<file path="config.mk">
export PLATFORM = sky130hd
export DESIGN_NAME = i2s_clock_gen
export DESIGN_NICKNAME = d
export VERILOG_FILES = /design/src/rtl/i2s_pkg.sv /design/src/rtl/clk_toggle_div.sv /design/src/rtl/i2s_clock_gen.sv
export SDC_FILE = /design/constraint.sdc
export NUM_CORES = 1
export LEC_CHECK = 0
export ABC_AREA = 0
export CAP_MARGIN = 40
export CORE_UTILIZATION = 25
export CTS_BUF_LIST = sky130_fd_sc_hd__clkbuf_8 sky130_fd_sc_hd__clkbuf_16
export DETAILED_ROUTE_END_ITERATION = 8
export MAX_ROUTING_LAYER = met4
export PLACE_DENSITY = 0.38
export SLEW_MARGIN = 20
export SYNTH_ARGS = -nofsm -noshare
export SYNTH_HDL_FRONTEND = slang
export SYNTH_SLANG_ARGS = --single-unit
</file>
<file path="constraint.sdc">
create_clock -name clk -period 3 [get_ports clk]
set_input_delay 0.45 -clock clk [delete_from_list [all_inputs] [get_ports clk]]
set_output_delay 0.45 -clock clk [all_outputs]
set_load 0.01 [all_outputs]
</file>
<file path="src/rtl/i2s_pkg.sv">
// Shared constants and state encoding for the I2S clock generator.
package i2s_pkg;

  localparam int MCLK_HALF_DFLT      = 2;
  localparam int BCLK_HALF_DFLT      = 16;
  localparam int SLOT_BITS_DFLT      = 16;
  localparam int STARTUP_CYCLES_DFLT = 512;

  typedef enum logic [1:0] {
    ST_STARTUP,
    ST_IDLE,
    ST_RUN,
    ST_STOPPING
  } state_t;

endpackage

</file>
<file path="src/rtl/clk_toggle_div.sv">
// Half-period counter: strobes tgl on the last cycle of each half-period.
module clk_toggle_div
  import i2s_pkg::*;
#(
  parameter int W = 8
) (
  input  logic         clk,
  input  logic         reset,
  input  logic         clear,
  input  logic [W-1:0] half,
  output logic         tgl
);

  logic [W-1:0] cnt;

  assign tgl = !clear && (cnt == half - W'(1));

  always_ff @(posedge clk or posedge reset) begin
    if (reset) begin
      cnt <= '0;
    end else if (clear || tgl) begin
      cnt <= '0;
    end else begin
      cnt <= cnt + W'(1);
    end
  end

endmodule

</file>
<file path="src/rtl/i2s_clock_gen.sv">
// MCLK/BCLK/LRCLK generator with startup hold, clean stop and
// frame-aligned runtime ratio changes.
//
// state       | meaning
// ST_STARTUP  | post-reset hold, every output low
// ST_IDLE     | mclk running, bclk/lrclk parked low
// ST_RUN      | bclk/lrclk generation active
// ST_STOPPING | enable dropped, finishing the current frame
module i2s_clock_gen
  import i2s_pkg::*;
#(
  parameter int MCLK_HALF      = MCLK_HALF_DFLT,
  parameter int BCLK_HALF_W    = 8,
  parameter int SLOT_W         = 6,
  parameter int DEF_BCLK_HALF  = BCLK_HALF_DFLT,
  parameter int DEF_SLOT_BITS  = SLOT_BITS_DFLT,
  parameter int STARTUP_CYCLES = STARTUP_CYCLES_DFLT
) (
  input  logic                   clk,
  input  logic                   reset,
  input  logic                   enable,
  input  logic                   cfg_valid,
  input  logic [BCLK_HALF_W-1:0] cfg_bclk_half,
  input  logic [SLOT_W-1:0]      cfg_slot_bits,
  output logic                   mclk,
  output logic                   bclk,
  output logic                   lrclk,
  output logic                   bclk_rise,
  output logic                   bclk_fall,
  output logic                   frame_start,
  output logic                   running,
  output logic                   cfg_pending
);

  localparam int MCLK_W  = $clog2(MCLK_HALF) + 1;
  localparam int START_W = $clog2(STARTUP_CYCLES + 1);

  state_t state, state_nxt;

  logic [START_W-1:0]     start_cnt;
  logic [SLOT_W-1:0]      bitcnt;
  logic [BCLK_HALF_W-1:0] bclk_half_act, bclk_half_pend;
  logic [SLOT_W-1:0]      slot_bits_act, slot_bits_pend;

  logic gen_active, mclk_tgl, bclk_tgl;
  logic rise_c, fall_c, slot_end, boundary, stop_now, enter_run;

  clk_toggle_div #(.W(MCLK_W)) u_mclk_div (
    .clk   (clk),
    .reset (reset),
    .clear (state == ST_STARTUP),
    .half  (MCLK_W'(MCLK_HALF)),
    .tgl   (mclk_tgl)
  );

  clk_toggle_div #(.W(BCLK_HALF_W)) u_bclk_div (
    .clk   (clk),
    .reset (reset),
    .clear (!gen_active),
    .half  (bclk_half_act),
    .tgl   (bclk_tgl)
  );

  assign gen_active = (state == ST_RUN) || (state == ST_STOPPING);
  assign rise_c     = bclk_tgl && !bclk;
  assign fall_c     = bclk_tgl && bclk;
  assign slot_end   = fall_c && (bitcnt == slot_bits_act - SLOT_W'(1));
  assign boundary   = slot_end && lrclk;
  assign stop_now   = (state == ST_STOPPING) && !enable && boundary;
  assign enter_run  = (state_nxt == ST_RUN) && !gen_active;

  always_comb begin
    state_nxt = state;
    case (state)
      ST_STARTUP:
        if (start_cnt == START_W'(STARTUP_CYCLES - 1))
          state_nxt = enable ? ST_RUN : ST_IDLE;
      ST_IDLE:     if (enable)  state_nxt = ST_RUN;
      ST_RUN:      if (!enable) state_nxt = ST_STOPPING;
      ST_STOPPING:
        if (enable)        state_nxt = ST_RUN;
        else if (boundary) state_nxt = ST_IDLE;
      default:     state_nxt = ST_STARTUP;
    endcase
  end

  always_ff @(posedge clk or posedge reset) begin
    if (reset) begin
      state          <= ST_STARTUP;
      start_cnt      <= '0;
      mclk           <= 1'b0;
      bclk           <= 1'b0;
      lrclk          <= 1'b0;
      bitcnt         <= '0;
      bclk_rise      <= 1'b0;
      bclk_fall      <= 1'b0;
      frame_start    <= 1'b0;
      running        <= 1'b0;
      bclk_half_act  <= BCLK_HALF_W'(DEF_BCLK_HALF);
      slot_bits_act  <= SLOT_W'(DEF_SLOT_BITS);
      bclk_half_pend <= '0;
      slot_bits_pend <= '0;
      cfg_pending    <= 1'b0;
    end else begin
      state   <= state_nxt;
      running <= (state_nxt == ST_RUN) || (state_nxt == ST_STOPPING);

      if (state == ST_STARTUP) begin
        start_cnt <= start_cnt + START_W'(1);
        mclk      <= 1'b0;
      end else if (mclk_tgl) begin
        mclk <= ~mclk;
      end

      if (!gen_active) begin
        bclk   <= 1'b0;
        lrclk  <= 1'b0;
        bitcnt <= '0;
      end else begin
        if (bclk_tgl) bclk <= ~bclk;
        if (slot_end) begin
          bitcnt <= '0;
          lrclk  <= ~lrclk;
        end else if (fall_c) begin
          bitcnt <= bitcnt + SLOT_W'(1);
        end
      end

      // The final fall of a stopping frame parks the clocks without strobes.
      bclk_rise   <= rise_c && !stop_now;
      bclk_fall   <= fall_c && !stop_now;
      frame_start <= enter_run || (boundary && !stop_now);

      if (boundary && cfg_pending) begin
        bclk_half_act <= bclk_half_pend;
        slot_bits_act <= slot_bits_pend;
        cfg_pending   <= 1'b0;
      end
      // A load coincident with a boundary stays pending for the next one.
      if (cfg_valid) begin
        bclk_half_pend <= (cfg_bclk_half == '0) ? BCLK_HALF_W'(1) : cfg_bclk_half;
        slot_bits_pend <= (cfg_slot_bits == '0) ? SLOT_W'(1) : cfg_slot_bits;
        cfg_pending    <= 1'b1;
      end
    end
  end

endmodule

</file>
Word level (Yosys, flattened, before mapping) --
Index checks and enable logic that the tools add are counted.
Storage, ports and cells: register bits after elaboration 64, input bits 18, output and inout port bits 8
Operators by class: add/sub/neg operators 6, equal/unequal tests 12, multiplexer cells 22, bitwise gates (word level) 3, reductions and logical operators 28
Operator list (count):
- 6-bit 2-to-1 mux | 4
- 8-bit 2-to-1 mux | 2
- 2-bit 2-to-1 mux | 7
- 1-bit logical AND | 13
- 10-bit by 1-bit adder with 10-bit output, second input constant | 1
- 10-bit by 9-bit equality test with 1-bit output, second input constant | 1
- 8-bit by 1-bit adder with 8-bit output, second input constant | 1
- 2-bit equality test, second input constant | 4
- 8-bit equality test | 1
- 8-bit zero test | 1
- 1-bit 2-to-1 mux | 8
- 2-bit one-hot mux with 4 select lines | 1
- 8-bit by 1-bit subtractor with 8-bit output, second input constant | 1
- 6-bit by 1-bit adder with 6-bit output, second input constant | 1
- 6-bit equality test | 1
- 6-bit zero test | 1
- 6-bit by 1-bit subtractor with 6-bit output, second input constant | 1
- 1-bit zero test | 5
- 1-bit logical OR | 5
- 2-bit by 1-bit equality test with 1-bit output, second input constant | 2
- 2-bit by 1-bit != test with 1-bit output, second input constant | 2
- 2-bit nonzero test | 2
- 3-bit by 1-bit != test with 1-bit output, second input constant | 1
- 1-bit inverter | 3
- other kinds (2) | 2

Longest topological paths before layout --
depth in word-level cells 12, gate-level depth with buffers 10

Hierarchy --
From an unflattened synthesis, not the netlist that was laid out.
Unflattened totals: cell total of the unflattened synthesis 277, area, all modules 3206.8 um2
By module, submodules not included:
- i2s_clock_gen | instances 1, cells each 196, area an instance 2428.6 um2
- clk_toggle_div (u_bclk_div) | instances 1, cells each 68, area an instance 646.9 um2
- clk_toggle_div (u_mclk_div) | instances 1, cells each 13, area an instance 131.4 um2

Worst setup path before layout --
No wires, ideal clock.
path kind reg2reg, start point register bclk_half_act[0], end point register bclk_half_act[0], setup time 125 ps, arrival time 2710 ps, required time 2875 ps, setup slack 165 ps, cell stages (with the launch flop) 9, buffers on the path 2, cell sequence dfrtp_1 > or4_1 > or3_1 > nor4b_2 > a311oi_1 > or4_1 > buf_2 > buf_6 > mux2_4
On the way: longest elaborated chain between the ends 7
Ends and longest elaborated chain:
- from (decl) | line i2s_clock_gen.sv:42 | logic [BCLK_HALF_W-1:0] bclk_half_act, bclk_half_pend;
- from (signal assigned) | line i2s_clock_gen.sv:99 | bclk_half_act <= BCLK_HALF_W'(DEF_BCLK_HALF);
- from (signal assigned) | line i2s_clock_gen.sv:135 | bclk_half_act <= bclk_half_pend;
- 8-bit by 1-bit subtractor with 8-bit output | line clk_toggle_div.sv:16 | assign tgl = !clear && (cnt == half - W'(1));
- 8-bit equality test | line clk_toggle_div.sv:16
- 1-bit logical AND | line clk_toggle_div.sv:16
- 1-bit logical AND | line i2s_clock_gen.sv:66 | assign fall_c = bclk_tgl && bclk;
- 1-bit logical AND | line i2s_clock_gen.sv:67 | assign slot_end = fall_c && (bitcnt == slot_bits_act - SLOT_W'(1));
- 1-bit logical AND | line i2s_clock_gen.sv:68 | assign boundary = slot_end && lrclk;
- 1-bit logical AND | line i2s_clock_gen.sv:134 | if (boundary && cfg_pending) begin
No other way between the ends. A chain may end at the register's enable or synchronous reset.

Final worst setup path --
start point register bclk_half_act[1], end point register slot_bits_act[5]
On the way: longest elaborated chain between the ends 7
Ends and longest elaborated chain:
- 8-bit by 1-bit subtractor with 8-bit output | line clk_toggle_div.sv:16
- 8-bit equality test | line clk_toggle_div.sv:16
- 1-bit logical AND | line clk_toggle_div.sv:16
- 1-bit logical AND | line i2s_clock_gen.sv:66
- 1-bit logical AND | line i2s_clock_gen.sv:67
- 1-bit logical AND | line i2s_clock_gen.sv:68
- 1-bit logical AND | line i2s_clock_gen.sv:134
- to (signal assigned) | line i2s_clock_gen.sv:100 | slot_bits_act <= SLOT_W'(DEF_SLOT_BITS);
- to (signal assigned) | line i2s_clock_gen.sv:136 | slot_bits_act <= slot_bits_pend;
- to (decl) | line i2s_clock_gen.sv:43 | logic [SLOT_W-1:0] slot_bits_act, slot_bits_pend;
No other way between the ends.

==> results.json <==
{
  "seqPwrFrac_pct": 40.8,
  "count_of_different_cell_masters_after_synthesis": 44,
  "holdPathEnd": "u_mclk_div.cnt[0]$_DFF_PP0_",
  "path_max_fanout": 14,
  "syn-instance-count": 270,
  "first_global_vias": 2081,
  "drive_gt1_share_pct": 19.0,
  "worst_hold_startpoint": "u_mclk_div.cnt[0]$_DFF_PP0_",
  "drt_drc_violations_left": 0,
  "dp_worst_setup_slack_ps": 87.2,
  "ys_ff_latch": 63,
  "timing.critical_path.required_ps": 3210,
  "die_w_um": 113,
  "postCtsSetupBuffers": 0,
  "synth-warning-count": 0,
  "fin_nets": 334,
  "gp_routability_congestion": 0.676,
  "buffer_ports.inserted": 25,
  "clockPowerShare_pct": 47.5,
  "io_pins": 26,
  "antenna_cells": 0,
  "ys_seq_area_share_pct": 51.4,
  "layout-area-overhead-vs-synth_pct": 28.0,
  "floorplan.die_area_mm2": 0.0127,
  "timing.final.setup_violations": 0,
  "floorplan.core_area_mm2": 0.0120,
  "cp_capture_type": "flip-flop",
  "setup.worst_path.start_class": "flip-flop",
  "timing.final.hold_violations": 0,
  "remaining_max_slew_budget_at_the_tightest_pin_pct": 52.8,
  "achievable-frequency_mhz": 347,
  "grt_remaining_overflow": 0,
  "avgSynthCellArea_um2": 11.4,
  "crit_top_cell": "or4_1",
  "wl_per_cell_um": 13.5,
  "grt_pass1_wl_mm": 10.7,
  "netlist.area_leader.share_pct": 49.7,
  "netlist_top_cells_area": "dfrtp_1 50%, mux2_2 6.2%, xnor2_1 5.4%",
  "layout.filler_cells": 1220,
  "ff2ff_path_depth": 7,
  "setup_repair_after_global_routing_missed_its_margin": "no",
  "leakage_uw": 0.00168,
  "path_type_of_the_worst_setup_path": "flip-flop to flip-flop",
  "cts_made_buffers": 9,
  "clock_sinks": 63,
  "timing.setup.tns_ps": 0,
  "final.setup.worst_slack_ps": 118,
  "rows": 40,
  "initialDrtViolationCount": 25,
  "cts.clk_slew.worst_paths_ps": 60,
  "internal-power_uw": 1910,
  "ys_async_sr_fraction_pct": 100,
  "timing.final.crit_period_ps": 2880,
  "sequential_cell_area_mm2": 0.00158,
  "post-route-period-util_pct": 96.1,
  "totalWireLength_mm": 6.24,
  "drtAntennaViolNets": 0,
  "hold_path_depth": 1,
  "switching_power_uw": 616,
  "top_cell_type_by_total_area_after_synthesis": "dfrtp_1",
  "reg2reg_slack_ps": 120,
  "placement.cell_area_mm2": 0.00356,
  "initial_core_util_pct": 25.6,
  "cts_tree": "yes",
  "regToRegStartpoint": "bclk_half_act[1]$_DFFE_PP0P_",
  "clock_latency_ps": 330,
  "synth-edff-count": 0,
  "net_count_after_synthesis": 294,
  "timing.hold.ws_ps": 438,
  "launch_point_of_the_worst_path": "bclk_half_act[1]$_DFFE_PP0P_",
  "path_delay_family": "simple AND/OR/NAND/NOR gates",
  "cts_htree_levels": 3,
  "crit_buf_inv": 1,
  "least_margin_pin_slew_ps": 707,
  "worst_path_largest_cell_delay_ps": 550,
  "outcome": "finished, final reports clean",
  "holdCritPathClass": "flip-flop to flip-flop",
  "viasPerCell": 4.58,
  "power_density_mw_per_mm2": 641,
  "path_cells": "or4_1 > or3_4 > nor4b_4 > a311oi_1 > or4_1 > buf_4 > mux2_4",
  "floorplan.die.height_um": 113,
  "grt.total_usage_pct": 11.1,
  "firstDrtPassIters": 4,
  "worst_ep_arrival_time_ps": 3090,
  "clock_tree.root_cell": "clkbuf_16",
  "multi_input_area_mm2": 0.00143,
  "initial_antenna_violation_count": 0,
  "grt_max_degree": 33,
  "max-clock-path-buffers": 2,
  "hpwl_mm": 4.47,
  "dominantRegCellSynth": "dfrtp_1",
  "route.vias.total": 2115,
  "switching_share_pct": 24.4,
  "fin_area_mm2": 0.00393,
  "final-max-slew-violation-count": 0,
  "r2r_end": "slot_bits_act[5]$_DFFE_PP0P_",
  "fin_skew_ps": 13.2,
  "worst_ir_drop_vdd_mv": 0.306,
  "synth.cell_area_mm2": 0.00307,
  "cpMaxStageDelayCell": "or4_1",
  "report.power.total_uw": 2520,
  "combinational_power_share_pct": 11.7,
  "drv.max_cap_violation_count": 0
}
## worst max path at each step
stage                                        end  slack [ps]  cells after the start
floorplan           bclk_half_act[0]$_DFFE_PP0P_         170                      8
global placement    slot_bits_act[2]$_DFFE_PP0P_         160                      7
detailed placement  bclk_half_act[1]$_DFFE_PP0P_          90                      7
CTS                 slot_bits_act[5]$_DFFE_PP0P_          60                      7
global route        bclk_half_act[1]$_DFFE_PP0P_          10                     10
finish              slot_bits_act[5]$_DFFE_PP0P_         120                      7
## layout by cell type (no fill, tap or decap), types with 5 or more instances in the layout
| master | netlist | layout |
|---|---|---|
| xnor2_1 | 19 | 19 |
| buf_4 | 0 | 9 |
| nor2_1 | 19 | 19 |
| clkdlybuf4s50_1 | 0 | 25 |
| a21oi_1 | 8 | 8 |
| dfrtp_1 | 61 | 61 |
| nand2b_1 | 5 | 5 |
| inv_1 | 12 | 11 |
| o21ai_0 | 5 | 5 |
| nand3_1 | 16 | 16 |
| mux2_2 | 17 | 17 |
| nor3_1 | 10 | 10 |
| mux2_4 | 10 | 10 |
| clkbuf_16 | 0 | 9 |
| ha_1 | 6 | 6 |
| nand2_1 | 9 | 9 |
| xor2_1 | 13 | 13 |
## state kept, by name, summed over array words and instances (netlist names), 2 cells and up
signal          cells
u_mclk_div.cnt      2
slot_bits_act       6
bclk_half_pend      8
slot_bits_pend      6
bclk_half_act       8
u_bclk_div.cnt      8
bitcnt              6
start_cnt          10
## area by class of cell
class,instances,area share (%)
sequential,63,40.2
multi-input combinational,188,36.3
clock inverter,7,3.05
tap,147,4.68
inverter,12,1.15
clock buffer,9,5.73
timing repair buffer,36,8.97
## stage by stage
stage,util [%],cells
floorplan,-,270
global placement,29.6,445
detailed placement,29.6,445
CTS,32.5,461
global route,32.7,462
finish,32.7,462
## cell usage after synthesis, drive strengths merged (2+ instances only)
master and n:
inv 12, a21oi 8, or3 5, xnor2 19
o31ai 2, nand2b 5, nor4 2, nand2 9
a311oi 2, buf 3, ha 6, dfstp 2
nor4b 2, clkbuf 4, o211ai 2, and3 4
o32ai 2, nand4 4, mux2 27, nor2 19
dfrtp 61, a211oi 4, nand3b 2, nor3 10
o22ai 3, xor2 13, nand3 16, o31a 2
or4 4, o21ai 7
## power groups by stage
stage	clock [uW]	sequential [uW]	combinational [uW]
floorplan	0	1010	211
global placement	0	1040	290
detailed placement	0	1040	295
CTS	1230	1030	296
global route	1280	1040	338
finish	1200	1030	295
## kinds of logic after synthesis
group	after synthesis	share of synthesized area (%)
AND/OR/NAND/NOR	85	14.8
flip-flops	63	51.4
XOR/XNOR	32	9.12
multiplexers	27	11.1
AO/OA/AOI/OAI	38	8.51
buffers and inverters	19	2.61
adder cells (fa/ha/maj)	6	2.44
## metal layers
layer | wire (um) | vias up | GRT usage [%] | share of wire, %
li1 | - | 1066 | - | -
met1 | 3320 | 1009 | 15.5 | 53
met2 | 2650 | 36 | 15.2 | 42
met3 | 212 | 4 | 3.27 | 3.4
met4 | 51 | 0 | 3.73 | 0.82
met5 | 0 | - | - | 0
## timing repair
action                     4_1_cts  5_1_grt
gates resized for setup          0        2
setup endpoints to repair        0       14
hold buffers                     0        0
Note: power is estimated with default switching activity, not from simulation.
